[src/rtl/i2c_eeprom_pkg.sv]
// i2c_eeprom_pkg: state encoding, widths and EEPROM constants shared by the controller.
package i2c_eeprom_pkg;
  localparam int BYTE_W = 8;
  localparam int ADDR_W = 16;
  localparam int DEV_W = 3;
  localparam int CNT_W = 9;
  localparam int TMR_W = 16;
  localparam logic [3:0] EEPROM_CTL_NIBBLE = 4'b1010;
  localparam logic [5:0] S_IDLE = 6'b000001;
  localparam logic [5:0] S_LAUNCH = 6'b000010;
  localparam logic [5:0] S_XFER = 6'b000100;
  localparam logic [5:0] S_TAIL = 6'b001000;
  localparam logic [5:0] S_DONE = 6'b010000;
  localparam logic [5:0] S_ERR = 6'b100000;
  typedef enum logic [5:0] {
    IDLE = S_IDLE, LAUNCH = S_LAUNCH, XFER = S_XFER, TAIL = S_TAIL, DONE = S_DONE, ERR = S_ERR
  } state_t;
  function automatic logic [7:0] ctl_byte(input logic [DEV_W-1:0] dev, input logic rd);
    return {EEPROM_CTL_NIBBLE, dev, rd};
  endfunction
endpackage

[src/rtl/i2c_eeprom_ctrl_sync_fifo.sv]
// sync_fifo: byte FIFO with occupancy level; a push into a full FIFO succeeds only alongside a pop.
module sync_fifo import i2c_eeprom_pkg::*; #(
  parameter int DEPTH = 16
) (
  input  logic                      clk,
  input  logic                      rst,
  input  logic                      flush,
  input  logic                      push,
  input  logic [BYTE_W-1:0]         din,
  input  logic                      pop,
  output logic [BYTE_W-1:0]         dout,
  output logic [$clog2(DEPTH):0]    level
);
  localparam int AW = $clog2(DEPTH);
  logic [BYTE_W-1:0] mem [DEPTH];
  logic [AW-1:0] wp, rp;
  logic do_push, do_pop;
  assign do_pop = pop && level != '0;
  assign do_push = push && (level != (AW+1)'(DEPTH) || do_pop);
  assign dout = mem[rp];
  always_ff @(posedge clk)
    if (do_push) mem[wp] <= din;
  always_ff @(posedge clk)
    if (rst || flush) begin
      wp <= '0;
      rp <= '0;
      level <= '0;
    end else begin
      wp <= wp + AW'(do_push);
      rp <= rp + AW'(do_pop);
      level <= level + (AW+1)'(do_push) - (AW+1)'(do_pop);
    end
endmodule

[src/rtl/i2c_eeprom_ctrl.sv]
// i2c_eeprom_ctrl: 24-series EEPROM command sequencer in front of a byte-level I2C master.
// Define I2C_EEPROM_PAGE_CHECK_EN to reject writes that would cross a PAGE_SIZE page.
module i2c_eeprom_ctrl import i2c_eeprom_pkg::*; #(
  parameter int FIFO_DEPTH = 16,
  parameter int EN_CYCLES = 4,
  parameter int DONE_WAIT = 12,
  parameter int TIMEOUT = 1024
`ifdef I2C_EEPROM_PAGE_CHECK_EN
  , parameter int PAGE_SIZE = 32
`endif
) (
  input  logic              clk,
  input  logic              rst,
  input  logic              cmd_valid,
  output logic              cmd_ready,
  input  logic              cmd_rd,
  input  logic [DEV_W-1:0]  cmd_dev,
  input  logic [ADDR_W-1:0] cmd_addr,
  input  logic [7:0]        cmd_len,
  input  logic [BYTE_W-1:0] wr_data,
  input  logic              wr_valid,
  output logic              wr_ready,
  output logic [BYTE_W-1:0] rd_data,
  output logic              rd_valid,
  input  logic              rd_ready,
  output logic              done,
  output logic              err,
  output logic              rx_ovf,
  output logic              m_en,
  output logic              m_read_mode,
  output logic [DEV_W-1:0]  m_dev_addr,
  output logic [ADDR_W-1:0] m_dat_addr,
  output logic [7:0]        m_tx_len,
  output logic [7:0]        m_rx_len,
  output logic [BYTE_W-1:0] m_tx_byte,
  input  logic [BYTE_W-1:0] m_rx_byte,
  input  logic              m_tx_ready,
  input  logic              m_rx_ready
);
  localparam int FW = $clog2(FIFO_DEPTH);
  state_t state, state_n;
  logic [TMR_W-1:0] tmr, tmr_n;
  logic [CNT_W-1:0] bcnt, bcnt_n;
  logic [FW:0] tx_level, rx_level;
  logic [BYTE_W-1:0] tx_head, rx_head;
  logic len_bad, page_bad, level_ok, accept, progress, timeout;
  logic tx_full, rx_full, tx_push, tx_pop, rx_push, rx_pop, rx_drop;
`ifdef I2C_EEPROM_PAGE_CHECK_EN
  logic [ADDR_W:0] pg_sum;
  assign pg_sum = (ADDR_W+1)'(cmd_addr % ADDR_W'(PAGE_SIZE)) + (ADDR_W+1)'(cmd_len);
  assign page_bad = !cmd_rd && pg_sum >= (ADDR_W+1)'(PAGE_SIZE);
`else
  assign page_bad = 1'b0;
`endif
  assign len_bad = !cmd_rd && CNT_W'(cmd_len) >= CNT_W'(FIFO_DEPTH);
  assign level_ok = CNT_W'(tx_level) >= CNT_W'(cmd_len) + CNT_W'(1);
  assign cmd_ready = state == IDLE && (!cmd_valid || cmd_rd || len_bad || page_bad || level_ok);
  assign accept = cmd_valid && cmd_ready;
  assign progress = state == XFER && (m_read_mode ? m_rx_ready : m_tx_ready);
  assign timeout = state == XFER && !progress && tmr == '0;
  assign tx_full = tx_level == (FW+1)'(FIFO_DEPTH);
  assign rx_full = rx_level == (FW+1)'(FIFO_DEPTH);
  assign wr_ready = !tx_full;
  assign tx_push = wr_valid && !tx_full;
  assign tx_pop = state == XFER && !m_read_mode && m_tx_ready;
  assign rx_push = state == XFER && m_read_mode && m_rx_ready;
  assign rx_pop = rd_ready && rd_valid;
  assign rx_drop = rx_push && rx_full && !rx_pop;
  assign rd_valid = rx_level != '0;
  assign rd_data = rd_valid ? rx_head : '0;
  assign m_tx_byte = state == XFER ? tx_head : '0;
  assign m_en = state == LAUNCH;
  assign done = state == DONE || state == ERR;
  assign err = state == ERR;
  sync_fifo #(.DEPTH(FIFO_DEPTH)) u_tx (
    .clk(clk), .rst(rst), .flush(timeout && !m_read_mode), .push(tx_push), .din(wr_data),
    .pop(tx_pop), .dout(tx_head), .level(tx_level)
  );
  sync_fifo #(.DEPTH(FIFO_DEPTH)) u_rx (
    .clk(clk), .rst(rst), .flush(1'b0), .push(rx_push), .din(m_rx_byte),
    .pop(rx_pop), .dout(rx_head), .level(rx_level)
  );
  always_comb begin
    state_n = state;
    tmr_n = tmr;
    bcnt_n = bcnt;
    case (state)
      IDLE: if (accept) begin
        state_n = (len_bad || page_bad) ? ERR : LAUNCH;
        tmr_n = TMR_W'(EN_CYCLES - 1);
        bcnt_n = CNT_W'(cmd_len) + CNT_W'(1);
      end
      LAUNCH: begin
        state_n = tmr == '0 ? XFER : LAUNCH;
        tmr_n = tmr == '0 ? TMR_W'(TIMEOUT - 1) : tmr - TMR_W'(1);
      end
      XFER: if (progress) begin
        state_n = bcnt == CNT_W'(1) ? TAIL : XFER;
        tmr_n = bcnt == CNT_W'(1) ? TMR_W'(DONE_WAIT - 1) : TMR_W'(TIMEOUT - 1);
        bcnt_n = bcnt - CNT_W'(1);
      end else begin
        state_n = timeout ? ERR : XFER;
        tmr_n = tmr - TMR_W'(1);
      end
      TAIL: begin
        state_n = tmr == '0 ? DONE : TAIL;
        tmr_n = tmr - TMR_W'(1);
      end
      default: state_n = IDLE;
    endcase
  end
  always_ff @(posedge clk)
    if (rst) begin
      state <= IDLE;
      tmr <= '0;
      bcnt <= '0;
    end else begin
      state <= state_n;
      tmr <= tmr_n;
      bcnt <= bcnt_n;
    end
  always_ff @(posedge clk)
    if (rst) begin
      m_read_mode <= 1'b0;
      m_dev_addr <= '0;
      m_dat_addr <= '0;
      m_tx_len <= '0;
      m_rx_len <= '0;
      rx_ovf <= 1'b0;
    end else if (accept) begin
      m_read_mode <= cmd_rd;
      m_dev_addr <= cmd_dev;
      m_dat_addr <= cmd_addr;
      m_tx_len <= cmd_rd ? '0 : cmd_len;
      m_rx_len <= cmd_rd ? cmd_len : '0;
      rx_ovf <= 1'b0;
    end else if (rx_drop) rx_ovf <= 1'b1;
endmodule
[config.mk]
export PLATFORM = sky130hd
export DESIGN_NAME = i2c_eeprom_ctrl
export DESIGN_NICKNAME = d
export VERILOG_FILES = /design/src/rtl/i2c_eeprom_pkg.sv /design/src/rtl/i2c_eeprom_ctrl_sync_fifo.sv /design/src/rtl/i2c_eeprom_ctrl.sv
export SDC_FILE = /design/constraint.sdc
export NUM_CORES = 1
export LEC_CHECK = 0
export ABC_AREA = 1
export BUFFER_PORTS_ARGS = -buffer_cell sky130_fd_sc_hd__buf_2
export CORE_MARGIN = 4
export CORE_UTILIZATION = 41
export CTS_BUF_LIST = sky130_fd_sc_hd__clkbuf_16
export CTS_CLUSTER_DIAMETER = 30
export DETAILED_ROUTE_END_ITERATION = 6
export GPL_TIMING_DRIVEN = 1
export PLACE_DENSITY_LB_ADDON = 0.25
export SETUP_SLACK_MARGIN = 0.05
export SKIP_LAST_GASP = 1
export SYNTH_ARGS = -nofsm -noshare
export SYNTH_HDL_FRONTEND = slang
export SYNTH_SLANG_ARGS = --single-unit
[constraint.sdc]
create_clock -name clk -period 4.6 [get_ports clk]
set_input_delay 0.23 -clock clk [delete_from_list [all_inputs] [get_ports clk]]
set_output_delay 0.23 -clock clk [all_outputs]
set_load 0.01 [all_outputs]
==> summary.md <==
The flow ran to the end, and the final reports show no timing, DRC or antenna violations. In this run, the number of DRC markers left after iteration 0 of detailed routing was 673. The fraction of registers with async set or reset after synthesis was 0; the cell count after synthesis was 1436. The antenna diode count came out at 0.

The run gives 72 as the largest net degree at the start of global routing. The dominant register cell in the synthesized netlist is sky130_fd_sc_hd__edfxtp_1. The share of layout cells above drive strength 1 is 0.160. After clock tree synthesis, the setup repair step added 0 buffers.

The run gives 39900 um^2 as the die outline area. In this run, CTS created clock tree buffers numbering 77. The end of the worst register-to-register path was u_rx.level[4]. The cell leakage power came out at 7.34 nW. The mapped netlist covers 15100 um^2. The tree built by TritonCTS fans out to 350 sinks. The count of nets left with antenna violations once routing finished came out at 0.

The detailed router placed 10.9k vias in this run. Dividing the synthesized area by the synthesized cell count gives 10.5 um^2. The initial core utilization is 0.414.

In this run the deepest clock path goes through 3 buffers. The post-layout instance count excluding filler cells is 2123. The worst reg2reg path depth is 16. CTS placed an instance of sky130_fd_sc_hd__clkbuf_16 at the clock tree root. The critical path is of the flop to output port type. In this run the count of I/O pins placed on the die edge is 110. At the pin with the least slew margin, the transition time is 1.01 ns.

The width of the die works out to 200 um. The layout overhead on the synthesized area was 25.6%; the final-layout setup total negative slack was 0 ns. After clock tree synthesis, the clock-pin slew on the worst setup and hold paths is 0.05 ns. The power density over the cells came out at 596 nW/um^2.

Using the TritonRoute via totals, the vias-per-cell ratio works out to 5.12. Static timing analysis puts the maximum clock frequency at 0.299 GHz. The number of placement rows is 70.

The count of yosys warnings during synthesis is 0. Fill cells in the final layout number 3164. End point of the most critical hold path: rx_ovf. In this run the critical register-to-register path is launched from u_rx.level[3]. The startpoint identified for the worst hold timing path is rd_ready. The number of cells on the worst hold path came out at 4. TritonCTS built the clock tree. For the number of levels in the clock H-tree, the log shows 3. The overall global routing resource usage was 0.179. The number of detailed-routing iterations run before antenna repair was 5; the count of different cell masters after synthesis was 43. The first global-routing pass estimated 56400 um of wire. During placement, the flow inserted port buffers numbering 109. Number of antenna violations at the first check in global routing: 0. The startpoint class of the critical path was a flop. The via count of the first global-routing pass was 10.8k. Once detailed placement completed, the half-perimeter wirelength came to 22400 um. The path class of the tightest hold or removal check is input port to flop. After detailed routing, the number of remaining DRC violations is 0. For the worst-skew pair, the clock arrives at the later sink with an insertion delay of 0.58 ns. At the worst endpoint, the required time is 4.37 ns. The run gives 1679 as the number of nets in the finished design. Shortest period the worst path allows: 3.35 ns. Max-cap violations in this run came to 0.

The setup check on the worst reg-to-reg path leaves a slack of 1.64 ns. At the end of routability-driven placement, the weighted congestion stood at 0.840. Setup repair after global routing left no endpoint under its margin. The placed cell count is 1958, and the number of flops mapped to enable cells by yosys is 256.

The largest voltage drop on the vdd net came out at 0.322 mV. The setup violation total in the final timing report is 0. The fraction of the yosys area taken by sequential cells is 0.634, and the die extent in y is 200 um. After global routing the overflow that remains totals 0.

For the placeable core region, the log shows 36400 um^2. The tools report the final number of max-transition violations as 0. After detailed routing, the total wire length is 35700 um.

For the worst setup path, the data arrival time is 3.12 ns. Finished layout cell area: 18900 um^2. After detailed routing, the average wire length per cell comes to 16.8 um. The register bit count reported by yosys was 350.

The headroom to the max-slew limit came out at 0.320. Top fanout value on the critical path: 35. The post-route fraction of the period consumed by the critical path is 0.728, and the cell area after placement is 16000 um^2.

The run gives 0 as the total count of hold-check failures in the final report. STA classifies the critical path endpoint as an output port. Worst clock skew: 0.0258 ns.

Synthesis produced a netlist with a net count of 1519.
through the flow:
| step | hold WS (ns) | power (mW) | utilization | worst slack [ns] |
|---|---|---|---|---|
| 5_1_grt | 0.0596 | 11.9 | 0.520 | 1.08 |
| 2_1_floorplan | 0.329 | 5.20 | - | 1.97 |
| 3_5_place_dp | 0.456 | 5.80 | 0.440 | 1.66 |
| 6_report | 0.0485 | 11.3 | 0.520 | 1.25 |
| 4_1_cts | 0.0310 | 11.4 | 0.520 | 1.27 |
| 3_3_place_gp | 0.449 | 5.76 | 0.440 | 1.73 |
worst max-delay path by stage:
stage                        startpoint            end  slack, ns  cells after the start
after global routing         u_rx.rp[1]     rd_data[7]       1.08                      9
after CTS                    u_rx.rp[1]     rd_data[7]       1.27                      9
after floorplan                state[0]  u_tx.level[4]       1.97                     16
after global placement         state[0]  u_tx.level[4]       1.73                     15
final                        u_rx.rp[1]     rd_data[7]       1.25                      9
after detailed placement  u_rx.level[3]  u_rx.level[4]       1.66                     16
layout by cell type, fill, tap and decap left out, types with 2 or more instances in the layout:
cell type,instances
sky130_fd_sc_hd__buf_4,10
sky130_fd_sc_hd__or2_2,3
sky130_fd_sc_hd__xor2_1,19
sky130_fd_sc_hd__clkinv_2,13
sky130_fd_sc_hd__bufinv_16,12
sky130_fd_sc_hd__inv_2,3
sky130_fd_sc_hd__o22ai_1,8
sky130_fd_sc_hd__nand3_1,72
sky130_fd_sc_hd__o21ai_0,150
sky130_fd_sc_hd__clkinv_8,2
sky130_fd_sc_hd__nor2_2,2
sky130_fd_sc_hd__nand4_1,12
sky130_fd_sc_hd__a21oi_1,95
sky130_fd_sc_hd__mux2i_1,32
sky130_fd_sc_hd__clkinvlp_4,5
sky130_fd_sc_hd__ha_1,30
sky130_fd_sc_hd__nand3b_1,3
sky130_fd_sc_hd__nor3b_1,3
sky130_fd_sc_hd__buf_2,109
sky130_fd_sc_hd__nand3_2,2
sky130_fd_sc_hd__inv_1,140
sky130_fd_sc_hd__dfxtp_1,92
sky130_fd_sc_hd__nor3_2,2
sky130_fd_sc_hd__o221ai_1,24
sky130_fd_sc_hd__clkinv_1,12
sky130_fd_sc_hd__nand2_1,187
sky130_fd_sc_hd__edfxtp_1,256
sky130_fd_sc_hd__dlygate4sd3_1,27
sky130_fd_sc_hd__fa_1,2
sky130_fd_sc_hd__nor3_1,9
sky130_fd_sc_hd__clkbuf_16,82
sky130_fd_sc_hd__xnor2_1,7
sky130_fd_sc_hd__a31oi_1,8
sky130_fd_sc_hd__o21ai_2,8
sky130_fd_sc_hd__o211ai_1,9
sky130_fd_sc_hd__nor2_1,188
sky130_fd_sc_hd__a31o_2,3
cell type report:
class | count | area, um^2 | area share
Tap cell | 468 | 586 | 0.0309
Sequential cell | 350 | 9570 | 0.505
Timing Repair Buffer | 146 | 891 | 0.0470
Clock buffer | 82 | 2050 | 0.108
Multi-Input combinational cell | 887 | 4750 | 0.250
Inverter | 134 | 503 | 0.0265
Clock inverter | 56 | 598 | 0.0316
state kept, by name, summed over array words and instances (netlist names), 5 cells and up:
name        count
tmr            16
m_dat_addr     16
u_tx.level      5
u_rx.level      5
m_rx_len        8
u_rx.mem      128
state           6
m_tx_len        8
bcnt            9
u_tx.mem      128
repair_timing:
item,CTS,global route
endpoints found under the setup margin,0,0
hold endpoints to repair,31,0
resized for setup,0,0
hold buffers,27,0
per-layer routing:
| metal | vias to the layer above | wire, um | part of all wire | global-route usage |
|---|---|---|---|---|
| met5 | - | 0 | 0 | 0 |
| li1 | 5345 | - | - | - |
| met1 | 5115 | 15800 | 0.44 | 0.241 |
| met3 | 69 | 2520 | 0.071 | 0.0445 |
| met4 | 0 | 953 | 0.027 | 0.0699 |
| met2 | 347 | 16400 | 0.46 | 0.283 |
kinds of logic (layout without fill, tap and decap cells):
family	Yosys count	in the layout	share of synthesized area
compound gates	310	310	0.115
xor+xnor	26	26	0.0151
fa+ha+maj	32	32	0.0275
buf+inv	199	418	0.0514
flops	350	350	0.634
mux	32	32	0.0212
simple gates	487	487	0.136
where the power goes:
group          internal, mW  switching (mW)  leakage [nW]  total, mW
Sequential             3.58           0.156          3.07       3.74
Clock                  3.85            1.66          1.34       5.51
Combinational         0.686            1.35          2.93       2.04
worst max-delay path, cell delays in order, from the launching register on:
cell	delay, ns
sky130_fd_sc_hd__dfxtp_1	0.29
sky130_fd_sc_hd__buf_4	0.25
sky130_fd_sc_hd__inv_1	0.77
sky130_fd_sc_hd__o21ai_0	0.20
sky130_fd_sc_hd__o22ai_1	0.25
sky130_fd_sc_hd__nor2_1	0.06
sky130_fd_sc_hd__nor2_1	0.07
sky130_fd_sc_hd__o21ai_0	0.16
sky130_fd_sc_hd__a21oi_1	0.29
sky130_fd_sc_hd__buf_2	0.19
synthesized netlist by cell type, types with 6 or more instances:
master	instances	area [um^2]
sky130_fd_sc_hd__mux2i_1	32	320
sky130_fd_sc_hd__clkbuf_1	48	180
sky130_fd_sc_hd__nor2_1	188	706
sky130_fd_sc_hd__inv_1	128	480
sky130_fd_sc_hd__buf_1	6	22.5
sky130_fd_sc_hd__o221ai_1	24	210
sky130_fd_sc_hd__nand2_1	187	702
sky130_fd_sc_hd__nand4_1	12	75.1
sky130_fd_sc_hd__xnor2_1	7	61.3
sky130_fd_sc_hd__nor3_1	9	45.0
sky130_fd_sc_hd__ha_1	30	375
sky130_fd_sc_hd__o21ai_2	8	70.1
sky130_fd_sc_hd__o21ai_0	150	751
sky130_fd_sc_hd__a21oi_1	95	475
sky130_fd_sc_hd__nand3_1	72	360
sky130_fd_sc_hd__o22ai_1	8	50.1
sky130_fd_sc_hd__xor2_1	19	166
sky130_fd_sc_hd__buf_2	8	40.0
sky130_fd_sc_hd__dfxtp_1	94	1880
sky130_fd_sc_hd__a31oi_1	8	50.1
sky130_fd_sc_hd__o211ai_1	9	67.6
sky130_fd_sc_hd__edfxtp_1	256	7690
(Power assumes the default switching activity.)
